`src/rtl/gcd_pkg.sv`:
```
// Shared types and constants for the subtractive GCD engine.
package gcd_pkg;

  localparam int unsigned GCD_DEFAULT_WIDTH = 16;

  typedef enum logic [1:0] {
    StIdle,
    StRun,
    StDone
  } gcd_state_t;

endpackage

```
`src/rtl/gcd_step.sv`:
```
// One combinational evaluation of the subtractive GCD recurrence.
// Terminates when the operands match or either is zero; otherwise the
// smaller operand is subtracted from the larger, so no underflow occurs.
module gcd_step
  import gcd_pkg::*;
#(
  parameter int unsigned WIDTH = GCD_DEFAULT_WIDTH
) (
  input  logic [WIDTH-1:0] ra,
  input  logic [WIDTH-1:0] rb,
  output logic [WIDTH-1:0] ra_next,
  output logic [WIDTH-1:0] rb_next,
  output logic             term,
  output logic [WIDTH-1:0] result,
  output logic             zero,
  output logic             step
);

  // Priority: terminate, then reduce ra, then reduce rb.
  always_comb begin
    ra_next = ra;
    rb_next = rb;
    term    = 1'b0;
    step    = 1'b0;
    result  = (ra == '0) ? rb : ra;
    zero    = (ra == '0) && (rb == '0);
    if ((ra == rb) || (ra == '0) || (rb == '0)) begin
      term = 1'b1;
    end else if (ra > rb) begin
      ra_next = ra - rb;
      step    = 1'b1;
    end else begin
      rb_next = rb - ra;
      step    = 1'b1;
    end
  end

endmodule

```
`src/rtl/gcd_unit.sv`:
```
// Iterative subtractive GCD with valid/ready handshakes on both sides.
// Optional feature macro: GCD_STEPS_EN adds the out_steps port and a
// subtraction-step counter.
module gcd_unit
  import gcd_pkg::*;
#(
  parameter int unsigned WIDTH = GCD_DEFAULT_WIDTH
) (
  input  logic             clk,
  input  logic             rst,
  input  logic             in_valid,
  output logic             in_ready,
  input  logic [WIDTH-1:0] in_a,
  input  logic [WIDTH-1:0] in_b,
  output logic             out_valid,
  input  logic             out_ready,
  output logic [WIDTH-1:0] out_gcd,
  output logic             out_zero
`ifdef GCD_STEPS_EN
  ,
  output logic [WIDTH-1:0] out_steps
`endif
);

  gcd_state_t       state_q, state_d;
  logic [WIDTH-1:0] ra_q, rb_q;
  logic [WIDTH-1:0] gcd_q;
  logic             zero_q;

  logic [WIDTH-1:0] ra_next, rb_next, step_result;
  logic             step_term, step_zero, step_inc;

`ifdef GCD_STEPS_EN
  logic [WIDTH-1:0] steps_q;
  logic [WIDTH-1:0] steps_out_q;
`endif

  gcd_step #(
    .WIDTH (WIDTH)
  ) u_step (
    .ra      (ra_q),
    .rb      (rb_q),
    .ra_next (ra_next),
    .rb_next (rb_next),
    .term    (step_term),
    .result  (step_result),
    .zero    (step_zero),
    .step    (step_inc)
  );

  // Next-state logic; acceptance only from IDLE, no DONE->accept bypass.
  always_comb begin
    state_d = state_q;
    unique case (state_q)
      StIdle:  if (in_valid) state_d = StRun;
      StRun:   if (step_term) state_d = StDone;
      StDone:  if (out_ready) state_d = StIdle;
      default: state_d = StIdle;
    endcase
  end

  // State, operand, result and counter registers with synchronous reset.
  always_ff @(posedge clk) begin
    if (rst) begin
      state_q <= StIdle;
      ra_q    <= '0;
      rb_q    <= '0;
      gcd_q   <= '0;
      zero_q  <= 1'b0;
`ifdef GCD_STEPS_EN
      steps_q     <= '0;
      steps_out_q <= '0;
`endif
    end else begin
      state_q <= state_d;
      unique case (state_q)
        StIdle: begin
          if (in_valid) begin
            ra_q <= in_a;
            rb_q <= in_b;
`ifdef GCD_STEPS_EN
            steps_q <= '0;
`endif
          end
        end
        StRun: begin
          if (step_inc) begin
            ra_q <= ra_next;
            rb_q <= rb_next;
`ifdef GCD_STEPS_EN
            steps_q <= steps_q + WIDTH'(1);
`endif
          end
          if (step_term) begin
            gcd_q  <= step_result;
            zero_q <= step_zero;
`ifdef GCD_STEPS_EN
            steps_out_q <= steps_q;
`endif
          end
        end
        StDone: begin
`ifdef GCD_STEPS_EN
          // Step count reads zero again once back in IDLE.
          if (out_ready) steps_out_q <= '0;
`endif
        end
        default: ;
      endcase
    end
  end

  // Reset overrides in_ready so it is low during the reset cycle.
  always_comb begin
    in_ready  = (state_q == StIdle) && !rst;
    out_valid = (state_q == StDone);
    out_gcd   = gcd_q;
    out_zero  = zero_q;
`ifdef GCD_STEPS_EN
    out_steps = steps_out_q;
`endif
  end

endmodule

```
`config.mk`:
```
export PLATFORM = sky130hd
export DESIGN_NAME = gcd_unit
export DESIGN_NICKNAME = d
export VERILOG_FILES = /design/src/rtl/gcd_pkg.sv /design/src/rtl/gcd_step.sv /design/src/rtl/gcd_unit.sv
export SDC_FILE = /design/constraint.sdc
export NUM_CORES = 1
export LEC_CHECK = 0
export CAP_MARGIN = 25
export CORE_AREA = 2 2 125 127
export DETAILED_ROUTE_END_ITERATION = 8
export DIE_AREA = 0 0 127 129
export DONT_BUFFER_PORTS = 1
export HOLD_SLACK_MARGIN = 0.15
export RECOVER_POWER = 50
export SYNTH_ARGS = -nofsm -noshare
export SYNTH_HDL_FRONTEND = slang
export SYNTH_SLANG_ARGS = --single-unit
```
`constraint.sdc`:
```
create_clock -name clk -period 2.4 [get_ports clk]
set_input_delay 0.48 -clock clk [delete_from_list [all_inputs] [get_ports clk]]
set_output_delay 0.48 -clock clk [all_outputs]
set_load 0.01 [all_outputs]
```
Yosys cells after proc, flatten, opt, wreduce, memory -nomap -nowiden
Cells that the tools add are included.

Add/sub/neg operators: 2. $lt $le $gt $ge: 1. Equality and inequality tests: 9. Muxes and demuxes: 14. Reductions and logical operators: 13.

Operators by type and width (count): 16-bit two-way mux (7); 16-bit case mux with 2 select lines (2); 16-bit zero test (2); 16-bit subtractor (2); 16-bit equality test (1); 16-bit greater-than comparator (1); 2-bit != test, second input constant (4); 4-bit AND reduction (2); 2-bit two-way mux (3); 2-bit case mux with 3 select lines (1); 2-bit by 1-bit != test with 1-bit output, second input constant (2); 3-bit AND reduction (1); 2-bit by 1-bit equality test with 1-bit output, second input constant (1); 2-bit equality test, second input constant (1); 1-bit logical AND (2); 2-bit zero test (1); 1-bit logical OR (2); 2-bit AND reduction (1); 2-bit nonzero test (1); 1-bit zero test (1); 1-bit two-way mux (1).

Register bits after elaboration: 51. Input port bits: 36. Output and inout port bits: 19. Word-level logic and storage cells: 44.

Logic depth before layout (Yosys ltp)
Depth in word-level cells: 6. Depth in mapped cells: 10. Depth with buffers taken out: 9.

Modules after synthesis
From an unflattened synthesis, not the netlist that was laid out.

Cells, all modules: 575. Area, all modules: 4600.7 um2.

Modules (own cells, without submodules): gcd_step (instances 1, cells each 312, area an instance 2312.2 um2, sequential area each 0.0 um2); gcd_unit (instances 1, cells each 263, area an instance 2288.4 um2, sequential area each 1021.0 um2).

Worst setup path after synthesis
OpenSTA, ideal clock, no wires.

Path kind: flip-flop to flip-flop. Start: register rb_q[0]. End: register rb_q[14]. Setup time: 0.086 ns. Data arrival time: 2.283 ns. Data required time: 2.314 ns. Path slack: 0.031 ns. Cell stages (with the launch flop): 10. Buffers on the path: 0. Period minus slack after synthesis: 2.369 ns. Cells stage by stage: dfxtp_1 inv_1 ha_1 fa_1 nand2b_1 a211o_1 a211oi_1 nor4_1 o31a_1 a211oi_1.

Longest elaborated chain between the ends: 5. Elaborated cells between the ends (all ways): 12. Classes of those cells: add/sub: 1; order compare: 1; eq/ne: 3; mux: 3; reduce/logical: 4.

RTL lines: from (decl) (line gcd_unit.sv:26) `logic [WIDTH-1:0] ra_q, rb_q;`; from (signal assigned) (line gcd_unit.sv:80) `rb_q <= in_b;`; from (signal assigned) (line gcd_unit.sv:89) `rb_q <= rb_next;`; branches (longest 5 deep; another with 16-bit subtractor).

Parallel ways; which one is timed is not known. The select of a mux whose other input is x is not followed. A chain may end at the register's enable or synchronous reset.

Worst setup path in the final report
Start: register ra_q[3]. End: register rb_q[4].

Longest elaborated chain between the ends: 5. Elaborated cells between the ends (all ways): 12. Classes of those cells: add/sub: 1; order compare: 1; eq/ne: 3; mux: 3; reduce/logical: 4.

RTL lines: from (decl) (line gcd_unit.sv:26); from (signal assigned) (line gcd_unit.sv:79) `ra_q <= in_a;`; from (signal assigned) (line gcd_unit.sv:88) `ra_q <= ra_next;`; branches (longest 5 deep; another with 16-bit subtractor).

Parallel ways; which one is timed is not known. The select of a mux whose other input is x is not followed.

==> flow_summary.yaml <==
outcome:
  status: "complete, but fails checks"
  violations: "negative setup slack"
synthesis:
  synth_top_area_cell: "dfxtp_1"
  synth_most_common_cell: "a21oi_1"
  async_flop_share_pct: 0
  syn_nets: 644
  synth-seq-cells: 51
  ys_seq_area_share_pct: 23.14
  yosys-top-cells-count: "59 x a21oi_1, 51 x dfxtp_1, 44 x nor2_1, 38 x nand2_1"
  synthCells: 575
  yosysTopAreaCellShare_pct: 23.14
  avgSynthCellArea_um2: 7.675
  yosys_warnings: 0
  syn_area_um2: 4413
  synthTopCellsByArea: "dfxtp_1 23%, ha_1 8.8%, a21oi_1 6.7%"
  synth.distinct_cells: 66
  synth_edf_count: 0
  synth_ff_type: "dfxtp_1"
timing:
  setup_slack_ns: -0.1190
  tns_ns: -1.112
  final-hold-violation-count: 0
  drv_slew: 0
  setup_viol: 21
  rsz0062_at_grt: "yes"
  fmax_mhz: 397.0
  fin_crit_sh_pct: 105.0
  slew_headroom_pct: 59.49
  finalCriticalPeriod_ns: 2.519
  fin_skew_ns: 0.01043
  worstMarginPinSlew_ns: 0.6026
routing:
  wirelength_mm: 19.02
  firstDrtPassIters: 5
  drc_errors: 0
  ant_nets: 0
  vias_per_cell: 5.898
  drt_iter0_markers: 512
  vias: 5202
  wire_per_inst_um: 21.56
critical_path:
  slowest_delay_ns: 0.54
  endpoint_kind: "flop"
  crit_chain: "inv_2 > ha_4 > nand4_1 > buf_4 > nor4_4 > buf_4 > buf_6 > o31ai_1 > nor3_4 > buf_12 > o31ai_2"
  arrival_ns: 2.70
  worstPathMaxFanout: 12
  worstPathRequired_ns: 2.58
  worstSetupPathType: "flop to flop"
  slowest_stage: "o31ai_1"
  cpMostUsedCell: "buf_4"
  start_kind: "flop"
cells_and_area:
  nFillCells: 1358
  drive_gt1_share_pct: 42.86
  regArea_um2: 1049
  final_nets: 762
  multiInputGateArea_um2: 3865
  area_delta_synth_final_pct: 53.64
floorplanning:
  die_h_um: 129
  fp.dieW_um: 127
  initial_core_util_pct: 29.47
  rows: 45
  core-area_um2: 14980
  ios: 55
  dieArea_um2: 16380
global_route:
  grt_use_met1_pct: 27.40
  grt_overflow_total: 0
  grt_max_degree: 55
  grt_busiest_layer: "met2"
  grt_use_met3_pct: 3.410
  use_met2_pct: 36.40
  track_usage_pct: 21.50
  grt_pass1_wl_mm: 27.48
  antenna_found_initial: 1
  grt_pass1_vias: 4970
clock_tree:
  clock-sinks: 51
  holdBufCountCts: 0
  clk_path_buf_depth: 2
  cts_tree: "yes"
  numCtsBuffers: 5
  clk_latency_ns: 0.30
  cts-root-buf: "clkbuf_16"
  htreeDepth: 2
  clk_pin_slew_ns: 0.08
job:
  maxCapViolCount: 0
place:
  numPortBuffers: 0
  place_hpwl_mm: 13.26
  gp_congestion: 1.058
min_path:
  hold_path_class: "input port to flop"
-- through the flow --
stage	worst slack (ns)	cells	area (um2)	util (%)	hold slack, ns
after floorplan	0.03125	575	4413	-	0.4800
after global placement	-0.3086	840	5408	36.11	0.4719
after detailed placement	-0.3902	840	5408	36.11	0.4775
after CTS	-0.03528	863	6181	41.27	0.2389
after global routing	-0.1766	882	6780	45.27	0.2293
final	-0.1190	882	6780	45.27	0.2410
-- per-layer routing --
layer | part of all wire (%) | vias to the layer above
met5 | 0 | -
li1 | - | 2402
met2 | 47 | 262
met3 | 7.7 | 66
met4 | 5.0 | 0
met1 | 40 | 2472
-- worst paths after layout --
check | start | endpoint | slack (ns) | depth (start not counted)
max | ra_q[3] | rb_q[4] | -0.12 | 11
min | rst | ra_q[3] | 0.24 | 1
min reg2reg | ra_q[3] | ra_q[3] | 0.51 | 2
max reg2reg | ra_q[3] | rb_q[4] | -0.12 | 11
-- critical path, delay by kind of cell, from the launching register on --
kind / cells / cell delay (ns)
compound gates: 2 / 0.78
buf+inv: 5 / 0.70
fa+ha+maj: 1 / 0.26
flops: 1 / 0.34
simple gates: 3 / 0.32
-- cell families (layout without fill, tap and decap cells) --
logic type | after synthesis | after routing | synth area share, %
other cells | 0 | 1 | 0
mux | 6 | 6 | 1.361
fa+ha+maj | 33 | 33 | 9.697
compound gates | 232 | 232 | 36.86
xor+xnor | 5 | 5 | 0.9923
flops | 51 | 51 | 23.14
simple gates | 169 | 169 | 20.53
buf+inv | 79 | 197 | 7.428
-- final cells by class --
class | count | share of cell area (%)
Antenna cell | 1 | 0.03691
Multi-Input combinational cell | 445 | 57.00
Sequential cell | 51 | 15.46
Clock inverter | 2 | 0.5536
Inverter | 37 | 2.048
Tap cell | 188 | 3.469
Clock buffer | 5 | 1.845
Timing Repair Buffer | 153 | 19.58
-- repair_timing --
action / CTS / global route
gates resized for setup: 78 / 88
gates cloned: 1 / 2
pin swaps: 27 / 47
buffers inserted: 15 / 18
setup endpoints to repair: 32 / 48
-- cells in the final DEF (no fill, tap or decap), drive strengths merged, types with 3 or more instances in the layout --
| cell | n |
|---|---|
| nor4 | 11 |
| nor2b | 6 |
| clkbuf | 7 |
| xnor2 | 5 |
| a2111oi | 4 |
| dfxtp | 51 |
| a21o | 11 |
| and3 | 5 |
| a211o | 4 |
| o21a | 13 |
| a21boi | 3 |
| a211oi | 38 |
| a311oi | 8 |
| o211a | 3 |
| o31ai | 13 |
| nand3 | 6 |
| a31oi | 13 |
| nor3 | 18 |
| nand2 | 38 |
| nor2 | 46 |
| o31a | 9 |
| nand2b | 4 |
| or3 | 4 |
| inv | 37 |
| mux2i | 6 |
| o21ai | 25 |
| and4 | 7 |
| a21oi | 59 |
| and2 | 8 |
| nor3b | 5 |
| ha | 31 |
| buf | 151 |
| o211ai | 7 |
| nand4 | 6 |
| o2111ai | 4 |
-- flip-flops by register name, indices dropped and copies added, names as in the netlist --
signal and flops:
rb_q 16, ra_q 16, out_gcd 16, out_zero 1
state_q 2
Power is not shown: default switching activity piles up to over one toggle a cycle in this logic, so the estimate is an artifact.
